`config.mk`:
```
export PLATFORM = sky130hd
export DESIGN_NAME = axistream_snooper_wide
export DESIGN_NICKNAME = d
export VERILOG_FILES = /design/src/rtl/axistream_snooper_wide.sv
export SDC_FILE = /design/constraint.sdc
export NUM_CORES = 1
export LEC_CHECK = 0
export CORE_MARGIN = 1.5
export CORE_UTILIZATION = 45
export DETAILED_ROUTE_END_ITERATION = 10
export GPL_TIMING_DRIVEN = 0
export PLACE_DENSITY = 0.74
export SYNTH_ARGS = -nofsm -noshare
export SYNTH_HDL_FRONTEND = slang
export SYNTH_SLANG_ARGS = --single-unit
```
`constraint.sdc`:
```
create_clock -name clk -period 6.7 [get_ports clk]
set_input_delay 1.005 -clock clk [delete_from_list [all_inputs] [get_ports clk]]
set_output_delay 1.005 -clock clk [all_outputs]
set_load 0.02 [all_outputs]
```
`src/rtl/axistream_snooper_wide.sv`:
```
// AXI-Stream snooper: copies each accepted packet into a word-addressed
// packet memory, reports byte length / truncation, and counts packets
// that arrive while the memory is busy. Never backpressures the stream.
module axistream_snooper_wide #(
    parameter int DATA_WIDTH = 64,
    parameter int ADDR_WIDTH = 10,
    parameter int CNT_WIDTH  = 16
) (
    input  logic                    clk,
    input  logic                    rst,
    input  logic [DATA_WIDTH-1:0]   TDATA,
    input  logic [DATA_WIDTH/8-1:0] TKEEP,
    input  logic                    TVALID,
    input  logic                    TREADY,
    input  logic                    TLAST,
    input  logic                    mem_ready,
    output logic [ADDR_WIDTH-1:0]   wr_addr,
    output logic [DATA_WIDTH-1:0]   wr_data,
    output logic                    wr_en,
    output logic                    done,
    output logic [31:0]             byte_len,
    output logic                    trunc,
    output logic [CNT_WIDTH-1:0]    drop_cnt
);
    localparam int KW = DATA_WIDTH / 8;

    localparam logic [1:0] IDLE    = 2'd0;
    localparam logic [1:0] CAPTURE = 2'd1;
    localparam logic [1:0] FULL    = 2'd2;
    localparam logic [1:0] SKIP    = 2'd3;

    logic [1:0]            r_state;
    logic [ADDR_WIDTH-1:0] r_addr;       // next word address inside a capture
    logic [31:0]           r_cnt;        // running byte count of current packet
    logic                  r_fin;        // finished packet waiting one cycle for done
    logic [31:0]           r_pend_len;
    logic                  r_pend_trunc;
    logic [ADDR_WIDTH-1:0] r_wr_addr;
    logic [DATA_WIDTH-1:0] r_wr_data;
    logic                  r_wr_en;
    logic                  r_done;
    logic [31:0]           r_byte_len;
    logic                  r_trunc;
    logic [CNT_WIDTH-1:0]  r_drop;

    logic                  w_beat;
    logic                  w_last_addr;
    logic [31:0]           w_pop;

    assign w_beat      = TVALID & TREADY;
    assign w_last_addr = (r_addr == {ADDR_WIDTH{1'b1}});

    // Number of valid bytes in the current beat
    always_comb begin
        w_pop = '0;
        for (int i = 0; i < KW; i++)
            w_pop = w_pop + 32'(TKEEP[i]);
    end

    // Capture FSM, write port, and the done/length pipeline. done trails the
    // last write by one cycle, so a finished packet's length is parked in
    // r_pend_* while a back-to-back packet may already be restarting r_cnt.
    always_ff @(posedge clk) begin
        if (rst) begin
            r_state      <= IDLE;
            r_addr       <= '0;
            r_cnt        <= '0;
            r_fin        <= 1'b0;
            r_pend_len   <= '0;
            r_pend_trunc <= 1'b0;
            r_wr_addr    <= '0;
            r_wr_data    <= '0;
            r_wr_en      <= 1'b0;
            r_done       <= 1'b0;
            r_byte_len   <= '0;
            r_trunc      <= 1'b0;
            r_drop       <= '0;
        end else begin
            r_wr_en <= 1'b0;
            r_done  <= r_fin;
            r_fin   <= 1'b0;
            if (r_fin) begin
                r_byte_len <= r_pend_len;
                r_trunc    <= r_pend_trunc;
            end
            if (w_beat) begin
                case (r_state)
                    IDLE: begin
                        if (mem_ready) begin
                            r_wr_en   <= 1'b1;
                            r_wr_addr <= '0;
                            r_wr_data <= TDATA;
                            r_addr    <= ADDR_WIDTH'(1);
                            r_cnt     <= w_pop;
                            if (TLAST) begin
                                r_fin        <= 1'b1;
                                r_pend_len   <= w_pop;
                                r_pend_trunc <= 1'b0;
                            end else begin
                                r_state <= CAPTURE;
                            end
                        end else begin
                            if (r_drop != {CNT_WIDTH{1'b1}})
                                r_drop <= r_drop + CNT_WIDTH'(1);
                            if (!TLAST)
                                r_state <= SKIP;
                        end
                    end
                    CAPTURE: begin
                        r_wr_en   <= 1'b1;
                        r_wr_addr <= r_addr;
                        r_wr_data <= TDATA;
                        r_addr    <= r_addr + ADDR_WIDTH'(1);
                        r_cnt     <= r_cnt + w_pop;
                        if (TLAST) begin
                            r_fin        <= 1'b1;
                            r_pend_len   <= r_cnt + w_pop;
                            r_pend_trunc <= 1'b0;
                            r_state      <= IDLE;
                        end else if (w_last_addr) begin
                            r_state <= FULL;
                        end
                    end
                    FULL: begin
                        // Memory exhausted: swallow beats, length frozen
                        if (TLAST) begin
                            r_fin        <= 1'b1;
                            r_pend_len   <= r_cnt;
                            r_pend_trunc <= 1'b1;
                            r_state      <= IDLE;
                        end
                    end
                    default: begin
                        if (TLAST)
                            r_state <= IDLE;
                    end
                endcase
            end
        end
    end

    assign wr_addr  = r_wr_addr;
    assign wr_data  = r_wr_data;
    assign wr_en    = r_wr_en;
    assign done     = r_done;
    assign byte_len = r_byte_len;
    assign trunc    = r_trunc;
    assign drop_cnt = r_drop;
endmodule

```
After elaboration in Yosys (flattened, before gate mapping). Cells that the tools add are included.

Reductions and logical operators: 11. Multiplexer cells: 29. Bitwise gates (word level): 3. Equal/unequal tests: 10. $add $sub $neg: 10.

Operators by type and width (number): 2-to-1 mux 32 bit (5); case mux 64 bit (2 select lines) (1); case mux 32 bit (3 select lines) (1); 2-to-1 mux 64 bit (1); case mux 32 bit (2 select lines) (1); case mux 10 bit (2 select lines) (2); adder 32 x 8 -> 32 bit (1); 2-to-1 mux 10 bit (2); adder 16 x 1 -> 16 bit, second input constant (1); != test 16 bit, second input constant (1); 2-to-1 mux 2 bit (6); AND reduction 4 bit (3); adder 10 x 1 -> 10 bit, second input constant (1); == test 10 bit, second input constant (1); != test 2 bit, second input constant (5); adder 7 x 1 -> 8 bit (1); adder 6 x 1 -> 7 bit (1); adder 5 x 1 -> 6 bit (1); 2-to-1 mux 1 bit (6); AND reduction 6 bit (1); nonzero test 3 bit (2); adder 4 x 1 -> 5 bit (1); adder 3 x 1 -> 4 bit (1); case mux 1 bit (2 select lines) (2); other kinds (13) (15).

Register bits after elaboration: 203. Output and inout bits: 125. Word-level logic and storage cells: 76.

Depth between registers and ports, before layout.
Depth after elaboration: 10. Gate-level depth with buffers: 17. Mapped depth without buffers: 16.

Least setup slack after synthesis. No wires, ideal clock.

Path kind: input to register. Start point: in TKEEP[0]. End point: reg r_pend_len[26]. Required time: 6578 ps. Stages on the path: 16. Library setup time: 122 ps. Setup slack: 1483 ps. Arrival time: 5095 ps. Path through: inv_1 -> fa_1 -> fa_1 -> fa_1 -> inv_1 -> ha_1 -> inv_1 -> fa_1 -> fa_1 -> nand3b_1 -> and2_1 -> clkbuf_1 -> nor3_4 -> nand4_1 -> a21o_1 -> a221o_1.

Word-level cells in the longest chain between the ends: 10.

RTL lines: start, declared (line 12) `input logic [DATA_WIDTH/8-1:0] TKEEP,`; adder 1 x 1 -> 2 bit (line 57) `w_pop = w_pop + 32'(TKEEP[i]);`; adder 2 x 1 -> 3 bit (line 57); adder 3 x 1 -> 4 bit (line 57); adder 4 x 1 -> 5 bit (line 57); adder 5 x 1 -> 6 bit (line 57); adder 6 x 1 -> 7 bit (line 57); adder 7 x 1 -> 8 bit (line 57); adder 32 x 8 -> 32 bit (line 117) `r_pend_len <= r_cnt + w_pop;`; 2-to-1 mux 32 bit (line 115) `if (TLAST) begin`; case mux 32 bit (3 select lines) (line 87) `case (r_state)`; end signal, assigned (line 97) `r_pend_len <= w_pop;`; end signal, assigned (line 117); end signal, assigned (line 128) `r_pend_len <= r_cnt;`; end, declared (line 36) `logic [31:0] r_pend_len;`.

No other way between the ends. The select of a mux whose other input is x is not followed. A chain may end at the register's enable or synchronous reset.

Worst setup path in the final report. Same ends and word-level chain as after synthesis.

==> flow_metrics.tcl <==
set metrics [dict create \
    viasPerCell 5.44 \
    period_share 0.840 \
    multi_input_area_um2 4420 \
    core_um2 19500 \
    fp.dieH_um 144 \
    track_usage 0.249 \
    vias 8505 \
    synth_edf_count 0 \
    fin_worst_skew_ps 18.5 \
    clkTransAtPathRegs_ps 70 \
    max_freq_mhz 178 \
    cts_tree "yes" \
    maxCapViolations 0 \
    drv_slew 0 \
    ctsResizeCount 0 \
    place_ws_ps 595 \
    yosysWarningCount 0 \
    die_w_um 144 \
    io_pins 203 \
    antenna_found_initial 0 \
    path_class "input port to flop" \
    relSlewSlack 0.429 \
    worst_pin_slew_ps 853 \
    first_pass_iters 8 \
    ys_types 64 \
    cp_slowest_stage_delay_ps 560 \
    syn_area_um2 8910 \
    fin_util 0.615 \
    ant_nets 0 \
    crit_start "TKEEP[0]" \
    min_path_type "flop to flop" \
    ctsHoldBuffers 0 \
    gp_congestion 0.893 \
    synth_xor_area_frac 0.0295 \
    n_fill_cell 1711 \
    async_reset_ff_frac 0 \
    antenna-diode-count 0 \
    required_ps 7100 \
    port_buffers 201 \
    synth_fa_ha_area_frac 0.0309 \
    min_period_ps 5630 \
    grt_max_degree 14 \
    overflow 0 \
    regArea_um2 4060 \
    timing.setup.tns_ps 0 \
    synthSimpleGateAreaFrac 0.211 \
    synth_mux_area_frac 0.0439 \
    synth_top_area_frac 0.456 \
    outcome "finished clean" \
    rrSetupSlack_ps 3510 \
    grt_pass1_vias 7837 \
    die-area_um2 20700 \
    wl_per_cell_um 16.9 \
    avgSynthCellArea_um2 8.43 \
    timing.rr.start "r_state[0]" \
    power_w 0.00291 \
    synth_fp_nets 1155 \
    clk_path_buf_depth 3 \
    setup_viol 0 \
    clock-sinks 203 \
    rsz0062_at_grt "no" \
    core.rowCount 51 \
    cpMostUsedCell "fa_1" \
    yosys_most_used_dff "dfxtp_1" \
    crit_path_start_kind "input port" \
    clk_latency_ps 510 \
    worstPathMaxFanout 10 \
    synth_seq_cells 203 \
    cp_slowest_cell "fa_1" \
    hold_viol_final 0 \
    hold_depth 2 \
    grt_pass1_wl_um 40600 \
    cts_buffers 22 \
    synthCells 1058 \
    drt-total-wl_um 26400 \
    ys_seq_area_frac 0.456 \
    area_delta_synth_final_pct 34.4 \
    cp_cell_sequence "clkdlybuf4s50_1 > inv_1 > fa_1 > fa_1 > fa_1 > inv_1 > ha_1 > inv_1 > fa_1 > fa_1 > nand3b_1 > and2_1 > clkbuf_1 > nor3_4 > nand4_1 > a21o_1 > a221o_1" \
    layout-drive-gt1-share 0.0517 \
    critPathCaptureType "flop" \
    crit_path_end "r_pend_len[26]" \
    detail_route.iter0.violations 606 \
    cts_max_level 1 \
    vdd_ir_drop_max_uv 180 \
    power_leakage_nw 4.17 \
    critical_path_arrival_ps 6030 \
    yosysMostFrequentCell "dfxtp_1" \
    post_cts_buffers 0 \
    reg2reg_to "r_cnt[2]" \
    cts_root_buffer "clkbuf_16" \
    drc 0 \
    r2r_cells 9 \
    synthTopCellsByCount "dfxtp_1, nand2_1, a21oi_1" \
    start_util 0.458 \
    synth_top_family_by_area "simple AND/OR/NAND/NOR gates" \
    synth_top_area_cell "dfxtp_1" \
    powerDensity_nw_per_um2 243 \
    fin_ws_ps 1070 \
    layout.nets 1380 \
    synth_area_leaders "dfxtp_1, nand2_1, a21oi_1" \
    synth_compound_area_frac 0.180 \
    hpwl_um 19200 \
]
## report_power, final
part           total (W)  leakage, nW  internal (W)  switching (W)
clock network    0.00122        0.359      0.000735       0.000481
logic           0.000435         2.18      0.000171       0.000264
registers        0.00126         1.64       0.00124      0.0000183
total            0.00291         4.17       0.00214       0.000764
## stage by stage
step	std cells	instance area, um^2	hold slack (ps)
4_1_cts	1562	12000	455
6_report	1562	12000	451
5_1_grt	1562	12000	468
3_3_place_gp	1524	11300	441
3_5_place_dp	1524	11300	448
2_1_floorplan	1058	8910	432
## cell type report
type / instances / share of cell area
sequential: 203 / 0.339
clock buffer: 31 / 0.0531
inverter: 24 / 0.00752
tap: 265 / 0.0277
timing repair buffer: 201 / 0.168
buffer: 80 / 0.0283
clock inverter: 7 / 0.00710
multi-input combinational: 751 / 0.369
## metal layers
layer	part of all wire	vias to the layer above	global-route usage
li1	-	4174	-
met1	0.41	3953	0.308
met2	0.47	318	0.410
met3	0.087	60	0.0710
met4	0.033	0	0.0908
met5	0	-	0
## placed cells by master, fill, tap and decap left out, drive strengths merged, types with 8 or more instances in the layout
cell type and n:
a211oi 12, a21oi 109, a22oi 19, a311oi 9, a31oi 22, and3 8
and4 11, buf 26, clkbuf 85, clkdlybuf4s50 201, dfxtp 203, ha 14
inv 24, mux2i 38, nand2 184, nand3 23, nand4 11, nor2 103
nor3 25, o21ai 36, o31ai 11, or3 8, xnor2 14, xor2 16
## kinds of logic after synthesis
kind of cell,after synthesis
adders and majority gates,19
xor gates and xnor gates,30
DFF,203
buffers and inverters,104
muxes,39
AOI/OAI and AO/OA,259
and+or+nand+nor,404
## sequential cells by signal, summed over array words and instances (netlist names)
name and cells:
r_addr 10, wr_data 64, trunc 1, drop_cnt 16, wr_addr 10, r_fin 1, byte_len 32, wr_en 1
r_state 2, r_cnt 32, done 1, r_pend_len 32, r_pend_trunc 1
## worst min-delay path by stage
stage	from	endpoint	slack [ps]
after floorplan	r_pend_len[14]	r_pend_len[14]	430
after global placement	wr_data[35]	wr_data[35]	440
after detailed placement	r_pend_len[14]	r_pend_len[14]	450
after CTS	wr_data[0]	wr_data[0]	450
after global routing	wr_data[15]	wr_data[15]	470
final	wr_data[38]	wr_data[38]	450
## critical path, delay by kind of cell
| family | cells | cell delay, ps |
|---|---|---|
| adders and majority gates | 6 | 2570 |
| and+or+nand+nor | 4 | 1050 |
| buffers and inverters | 5 | 910 |
| AOI/OAI and AO/OA | 2 | 480 |
(Power assumes the default switching activity.)
